==> src/rtl/spi_sample_reader_if.sv <==
// spi_sample_reader_if
//   Bundles the request/response handshake and the SPI pins of the
//   sample reader.
//   master modport : the reader itself (drives SPI clock/select, busy, rx_*)
//   slave modport  : the environment (drives start and spi_miso)
//   Signals: start, busy, spi_sck, spi_cs_n, spi_miso, rx_data, rx_valid
interface spi_sample_reader_if #(
  parameter int DATA_WIDTH = 16
);
  logic                  start;
  logic                  busy;
  logic                  spi_sck;
  logic                  spi_cs_n;
  logic                  spi_miso;
  logic [DATA_WIDTH-1:0] rx_data;
  logic                  rx_valid;

  modport master (
    input  start, spi_miso,
    output busy, spi_sck, spi_cs_n, rx_data, rx_valid
  );

  modport slave (
    output start, spi_miso,
    input  busy, spi_sck, spi_cs_n, rx_data, rx_valid
  );
endinterface

==> src/rtl/spi_sample_reader.sv <==
// spi_sample_reader
//   SPI master receiver. Generates chip select and an idle-low serial clock,
//   samples spi_miso on each rising SCK edge (MSB first) and presents each
//   completed word on rx_data with a one-cycle rx_valid strobe. All outputs
//   come straight from flops.
//   Ports:
//     clk  - system clock, rising edge
//     rst  - asynchronous, active-high reset
//     bus  - master modport: start/busy handshake, SPI pins, rx_data/rx_valid
module spi_sample_reader #(
  parameter int DATA_WIDTH = 16,
  parameter int CLK_DIV    = 2,
  parameter int CS_SETUP   = 2,
  parameter int CS_HOLD    = 2,
  parameter int CS_IDLE    = 4
) (
  input  logic                       clk,
  input  logic                       rst,
  spi_sample_reader_if.master        bus
);

  // Phase counter must hold the longest of the timed phases.
  localparam int MAX_AB  = (CLK_DIV > CS_SETUP) ? CLK_DIV : CS_SETUP;
  localparam int MAX_CD  = (CS_HOLD > CS_IDLE) ? CS_HOLD : CS_IDLE;
  localparam int CNT_MAX = (MAX_AB > MAX_CD) ? MAX_AB : MAX_CD;
  localparam int CW      = $clog2(CNT_MAX + 1);
  // Bit counter reaches DATA_WIDTH itself, so it needs one extra code.
  localparam int BW      = $clog2(DATA_WIDTH + 1);

  typedef enum logic [2:0] {
    S_IDLE   = 3'd0,
    S_SETUP  = 3'd1,
    S_SCK_LO = 3'd2,
    S_SCK_HI = 3'd3,
    S_HOLD   = 3'd4,
    S_GAP    = 3'd5
  } state_t;

  state_t                state_r,    state_s;
  logic [CW-1:0]         cnt_r,      cnt_s;
  logic [BW-1:0]         bit_cnt_r,  bit_cnt_s;
  logic [DATA_WIDTH-1:0] sr_r,       sr_s;
  logic [DATA_WIDTH-1:0] rx_data_r,  rx_data_s;
  logic                  rx_valid_r, rx_valid_s;
  logic                  busy_r,     busy_s;
  logic                  sck_r,      sck_s;
  logic                  cs_n_r,     cs_n_s;

  // Next-state and next-output computation for every register.
  always_comb begin
    state_s    = state_r;
    cnt_s      = cnt_r + CW'(1);
    bit_cnt_s  = bit_cnt_r;
    sr_s       = sr_r;
    rx_data_s  = rx_data_r;
    rx_valid_s = 1'b0;
    busy_s     = busy_r;
    sck_s      = sck_r;
    cs_n_s     = cs_n_r;

    case (state_r)
      S_IDLE: begin
        cnt_s = '0;
        if (bus.start) begin
          cs_n_s    = 1'b0;
          busy_s    = 1'b1;
          bit_cnt_s = '0;
          sr_s      = '0;
          state_s   = S_SETUP;
        end else begin
          state_s   = S_IDLE;
        end
      end

      S_SETUP: begin
        if (cnt_r == CW'(CS_SETUP - 1)) begin
          cnt_s   = '0;
          state_s = S_SCK_LO;
        end else begin
          state_s = S_SETUP;
        end
      end

      S_SCK_LO: begin
        // The slave changed data on the previous falling edge, so MISO has
        // been stable for CLK_DIV cycles when SCK is raised here.
        if (cnt_r == CW'(CLK_DIV - 1)) begin
          cnt_s     = '0;
          sck_s     = 1'b1;
          sr_s      = {sr_r[DATA_WIDTH-2:0], bus.spi_miso};
          bit_cnt_s = bit_cnt_r + BW'(1);
          state_s   = S_SCK_HI;
        end else begin
          state_s   = S_SCK_LO;
        end
      end

      S_SCK_HI: begin
        if (cnt_r == CW'(CLK_DIV - 1)) begin
          cnt_s = '0;
          sck_s = 1'b0;
          if (bit_cnt_r == BW'(DATA_WIDTH)) begin
            state_s = S_HOLD;
          end else begin
            state_s = S_SCK_LO;
          end
        end else begin
          state_s = S_SCK_HI;
        end
      end

      S_HOLD: begin
        if (cnt_r == CW'(CS_HOLD - 1)) begin
          cnt_s      = '0;
          cs_n_s     = 1'b1;
          rx_data_s  = sr_r;
          rx_valid_s = 1'b1;
          state_s    = S_GAP;
        end else begin
          state_s    = S_HOLD;
        end
      end

      S_GAP: begin
        if (cnt_r == CW'(CS_IDLE - 1)) begin
          cnt_s   = '0;
          busy_s  = 1'b0;
          state_s = S_IDLE;
        end else begin
          state_s = S_GAP;
        end
      end

      default: begin
        // Unreachable encodings fall back to a safe idle bus.
        state_s = S_IDLE;
        cnt_s   = '0;
        sck_s   = 1'b0;
        cs_n_s  = 1'b1;
        busy_s  = 1'b0;
      end
    endcase
  end

  // State and output registers; reset puts the bus idle immediately.
  always_ff @(posedge clk or posedge rst) begin
    if (rst) begin
      state_r    <= S_IDLE;
      cnt_r      <= '0;
      bit_cnt_r  <= '0;
      sr_r       <= '0;
      rx_data_r  <= '0;
      rx_valid_r <= 1'b0;
      busy_r     <= 1'b0;
      sck_r      <= 1'b0;
      cs_n_r     <= 1'b1;
    end else begin
      state_r    <= state_s;
      cnt_r      <= cnt_s;
      bit_cnt_r  <= bit_cnt_s;
      sr_r       <= sr_s;
      rx_data_r  <= rx_data_s;
      rx_valid_r <= rx_valid_s;
      busy_r     <= busy_s;
      sck_r      <= sck_s;
      cs_n_r     <= cs_n_s;
    end
  end

  assign bus.busy     = busy_r;
  assign bus.spi_sck  = sck_r;
  assign bus.spi_cs_n = cs_n_r;
  assign bus.rx_data  = rx_data_r;
  assign bus.rx_valid = rx_valid_r;

endmodule

==> src/flat_wrapper.sv <==
// flat-port wrapper written by rule: the top's interface ports become plain ports
module spi_sample_reader_flat 
#(
  parameter int DATA_WIDTH = 16,
  parameter int CLK_DIV    = 2,
  parameter int CS_SETUP   = 2,
  parameter int CS_HOLD    = 2,
  parameter int CS_IDLE    = 4
)
  (clk, rst, bus_start, bus_spi_miso, bus_busy, bus_spi_sck, bus_spi_cs_n, bus_rx_data, bus_rx_valid);
  spi_sample_reader_if #(.DATA_WIDTH(DATA_WIDTH)) bus_i ();
  input  logic clk;
  input  logic rst;
  input wire logic [$bits(bus_i.start)-1:0] bus_start;
  input wire logic [$bits(bus_i.spi_miso)-1:0] bus_spi_miso;
  output wire logic [$bits(bus_i.busy)-1:0] bus_busy;
  output wire logic [$bits(bus_i.spi_sck)-1:0] bus_spi_sck;
  output wire logic [$bits(bus_i.spi_cs_n)-1:0] bus_spi_cs_n;
  output wire logic [$bits(bus_i.rx_data)-1:0] bus_rx_data;
  output wire logic [$bits(bus_i.rx_valid)-1:0] bus_rx_valid;
  assign bus_i.start = bus_start;
  assign bus_i.spi_miso = bus_spi_miso;
  assign bus_busy = bus_i.busy;
  assign bus_spi_sck = bus_i.spi_sck;
  assign bus_spi_cs_n = bus_i.spi_cs_n;
  assign bus_rx_data = bus_i.rx_data;
  assign bus_rx_valid = bus_i.rx_valid;
  spi_sample_reader #(.DATA_WIDTH(DATA_WIDTH), .CLK_DIV(CLK_DIV), .CS_SETUP(CS_SETUP), .CS_HOLD(CS_HOLD), .CS_IDLE(CS_IDLE)) u_core (.clk(clk), .rst(rst), .bus(bus_i));
endmodule
==> config.mk <==
export PLATFORM = sky130hd
export DESIGN_NAME = spi_sample_reader_flat
export DESIGN_NICKNAME = d
export VERILOG_FILES = /design/src/rtl/spi_sample_reader_if.sv /design/src/rtl/spi_sample_reader.sv /design/src/flat_wrapper.sv
export SDC_FILE = /design/constraint.sdc
export NUM_CORES = 1
export LEC_CHECK = 0
export CAP_MARGIN = 30
export CORE_ASPECT_RATIO = 0.7
export CORE_UTILIZATION = 50
export CTS_BUF_LIST = sky130_fd_sc_hd__clkbuf_8 sky130_fd_sc_hd__clkbuf_16
export DETAILED_ROUTE_END_ITERATION = 8
export PLACE_DENSITY = 0.75
export SKIP_LAST_GASP = 1
export SLEW_MARGIN = 20
export SYNTH_ARGS = -nofsm -noshare
export SYNTH_HDL_FRONTEND = slang
export SYNTH_SLANG_ARGS = --single-unit
==> constraint.sdc <==
create_clock -name clk -period 1.7 [get_ports clk]
set_clock_uncertainty 0.15 [all_clocks]
set_input_delay 0.34 -clock clk [delete_from_list [all_inputs] [get_ports clk]]
set_output_delay 0.34 -clock clk [all_outputs]
set_load 0.02 [all_outputs]
Word level (Yosys, flattened, before mapping) --
Cells that the tools add are included.
Storage, ports and cells: output and inout port bits 20, word-level logic and storage cells 64, bits of input ports 4, register bits 47
Cells by class: bitwise gates (word level) 3, $add $sub $neg 2, mux-type cells 27, reduce and logical (&&, ||, !) cells 10, equal/unequal tests 13
Operator list (number):
- $mux 16 | 2
- $pmux 16 s2 | 1
- $pmux 3 s6 | 1
- $mux 3 | 5
- $reduce_and 3->1 | 4
- $reduce_or 4->1 | 3
- $mux 1 | 10
- $mux 5 | 2
- $pmux 5 s2 | 1
- $eq 3x2->1 const B | 3
- $pmux 1 s3 | 3
- $ne 2x1->1 const B | 4
- $eq 3x1->1 const B | 2
- $eq 3x3->1 const B | 2
- $pmux 3 s2 | 1
- $add 5x1->5 const B | 1
- $eq 5x5->1 const B | 1
- $add 3x1->3 const B | 1
- $logic_not 3->1 | 1
- $not 1->1 | 3
- $mux 2 | 1
- $ne 2x2->1 const B | 1
- $reduce_and 2->1 | 1
- $reduce_bool 2->1 | 1

Longest topological paths before layout --
word-level depth 4, gate-level depth with buffers 7, depth with buffers taken out 6

Worst setup path before layout --
Ideal clock, no wire load.
kind register -> register, from register u_core.cnt_r[0], to register u_core.rx_data_r[0] (netlist: u_core.bus.rx_data[0]), slack -0.051 ns, period minus slack after synthesis 1.751 ns, path buffers 2, arrival time 1.477 ns, setup time 0.125 ns, data required time 1.425 ns, cell stages (with the launch flop) 7, cell sequence dfrtp_1 -> ha_1 -> nor2b_1 -> buf_2 -> nand3_4 -> buf_6 -> mux2_2
Between the ends: word-level cells in the longest chain between the ends 2
Ends and longest elaborated chain:
- start: declaration | line spi_sample_reader.sv:40 | logic [CW-1:0] cnt_r, cnt_s;
- start signal: assignment | line spi_sample_reader.sv:159 | cnt_r <= cnt_s;
- $eq 3x1->1 | line spi_sample_reader.sv:113 | if (cnt_r == CW'(CS_HOLD - 1)) begin
- $reduce_and 2->1 (no source line)
- end signal: assignment | line spi_sample_reader.sv:162 | rx_data_r <= rx_data_s;
- end: declaration | line spi_sample_reader.sv:43 | logic [DATA_WIDTH-1:0] rx_data_r, rx_data_s;
Every way passes these cells. A chain may end at the register's enable or synchronous reset.

Final worst setup path --
from register u_core.cnt_r[1], to register u_core.rx_data_r[15] (netlist: u_core.bus.rx_data[15])
The elaborated chain is that of the path after synthesis.

==> flow_summary.ini <==
[floorplanning]
core_area_mm2 = 0.00404
die-area_mm2 = 0.00462
fp.dieW_um = 80.8
io_pins = 24
rows = 19
start_util_pct = 53.7
die_h_um = 57.1

[yosys]
ys_warn_count = 0
synth_nets = 209
syn_area_mm2 = 0.00217
netlist.area_leader.share_pct = 53.0
yosysTopAreaCell = dfrtp_1
synth_seq_cells = 47
synth.yosys.seq_area_share_pct = 54.2
synthArstFlopShare_pct = 100
syn_avg_cell_area_um2 = 10.9
synth_flop_cell = dfrtp_1
synth_cell_types = 45
synth_edf_count = 0
synth_cells = 199
yosys-top-cells-area = dfrtp_1 53%, mux2_2 8.3%, nand3_1 4.4%

[grt]
track_usage_pct = 21.8
grt_pass1_vias = 1623
global_route.overflow_total = 0
grt_max_degree = 48
antenna_found_initial = 0
grt_pass1_wl_mm = 7.47

[final_layout]
n_antenna_cell = 0
drive_gt1_share_pct = 29.0
utilization_pct = 68.4
final_cell_mix = 44 x dfrtp_1, 23 x nand2_1, 19 x dlygate4sd2_1, 18 x nand3_1, 18 x buf_4
multi_input_area_um2 = 975
finalNetCount = 247
final_common_cell = dfrtp_1
final_cell_area_mm2 = 0.00276
area_delta_synth_final_pct = 27.2
fin_cells = 290
seq_area_mm2 = 0.00118
n_fill_cell = 299

[timing]
maxSlewHeadroom_pct = 78.5
period_share_pct = 99.5
tightest_slew_ps = 319
hold_viol_final = 0
period_needed_ps = 1690
setup_viol = 0
rsz0062_at_grt = yes
slew_viol_final = 0
max_freq_mhz = 591
fin_tns_setup_ps = 0

[clock_network]
insertion_delay_ps = 300
cts_hold_buf = 0
clock-root-buffer = clkbuf_8
cts_sinks = 47
cts_tree = done
htreeDepth = 2
cts_buffers = 5
clk_pin_slew_worst_paths_ps = 80
clockBufferDepth = 2

[worst_setup_path]
path_max_fanout = 8
crit_arrival_ps = 1730
cp-end-kind = register
cp-start-kind = register
critical_path_required_ps = 1740
worstSetupPathType = register to register

[run]
drv_cap = 0

[drt]
vias = 1613
drt_iter0_drc = 119
firstDrtPassIters = 4
via_per_inst = 5.56
wire_per_inst_um = 15.5
antenna_left = 0
wirelength_mm = 4.51
drc = 0

[placement]
portBuffers = 23
dpl_cell_area_mm2 = 0.00252
gp_congestion = 0.874
dpl.cell_count = 276
dpl.hpwl_mm = 2.90

[power_and_ir_drop]
power.density_mw_per_mm2 = 1500
p_leak_uw = 0.00137
peakVddDrop_mv = 0.913
total_power_uw = 4140

[hold_path]
hp-class = input port to async pin

[run_status]
status = complete, no violations
==> layout make-up <==
class	instances	share of cell area, %
timing repair buffer	45	14.7
multi-input combinational	128	35.3
clock inverter	1	0.136
tap	52	2.35
inverter	10	1.36
sequential	47	42.7
clock buffer	7	3.49
==> per-stage QoR <==
| stage | hold WS, ps | setup slack (ps) |
|---|---|---|
| floorplan | 288 | 7.78 |
| global placement | 332 | -196 |
| detailed placement | 326 | -239 |
| CTS | 246 | -61.4 |
| global route | 272 | -55.1 |
| finish | 236 | 9.04 |
==> per-layer routing <==
| layer | GRT usage, % | routed length (um) | up-vias |
|---|---|---|---|
| met3 | 6.88 | 260 | 6 |
| li1 | - | - | 775 |
| met1 | 28.9 | 2010 | 790 |
| met4 | 8.16 | 55 | 0 |
| met5 | 0 | 0 | - |
| met2 | 33.8 | 2180 | 42 |
==> Yosys cell counts, drive strengths merged (2+ instances only) <==
cell     n
dfrtp   46
nand2   23
nand3   20
o21ai   20
mux2    16
buf     13
inv     10
ha       6
a21oi    5
nor2     4
nor2b    3
a31o     2
and2     2
clkbuf   2
mux2i    2
o31ai    2
or3      2
==> flip-flops by register name, summed over array words and instances, names as in the netlist <==
signal	cells
u_core.bus.rx_data	16
u_core.bus.rx_valid	1
u_core.sr_r	16
u_core.bus.busy	1
u_core.bus.spi_sck	1
u_core.bus.spi_cs_n	1
u_core.state_r	3
u_core.bit_cnt_r	5
u_core.cnt_r	3
==> critical path: stages, from the launching register on <==
cell     delay (ps)
dfrtp_1         400
inv_2            70
ha_4            150
nor2b_4         190
buf_12          130
nand3_4         150
mux2_4          340
==> logic make-up after synthesis <==
logic type / after synthesis / share of synthesized area [%]
AND/OR/NAND/NOR: 66 / 16.9
flip-flops: 47 / 54.2
AO/OA/AOI/OAI: 37 / 10.5
buffers and inverters: 25 / 5.70
multiplexers: 18 / 9.22
adder cells (fa/ha/maj): 6 / 3.46
==> power breakdown <==
part | switching [uW] | internal (uW) | leakage [uW]
clock | 359 | 365 | 0.0000557
sequential | 255 | 1400 | 0.000610
combinational | 892 | 870 | 0.000709
==> worst paths after layout <==
path,start,endpoint,slack (ps),depth (start not counted)
worst max-delay path,u_core.cnt_r[1],u_core.bus.rx_data[15],9,6
worst min-delay path,rst,u_core.bus.rx_data[5],240,3
worst max register to register,u_core.cnt_r[1],u_core.bus.rx_data[15],9,6
worst min register to register,u_core.bus.spi_sck,u_core.bus.spi_sck,330,1
max in group asynchronous,rst,u_core.bus.spi_cs_n,880,3
min in group clk,u_core.bus.spi_sck,u_core.bus.spi_sck,330,1
==> repair_timing <==
item	in CTS	in global routing
endpoints found under the setup margin	48	43
gates resized for setup	25	22
setup buffers	0	5
gates cloned	0	1
pin swaps	2	7
No activity file was read; power rests on OpenSTA's default activity.
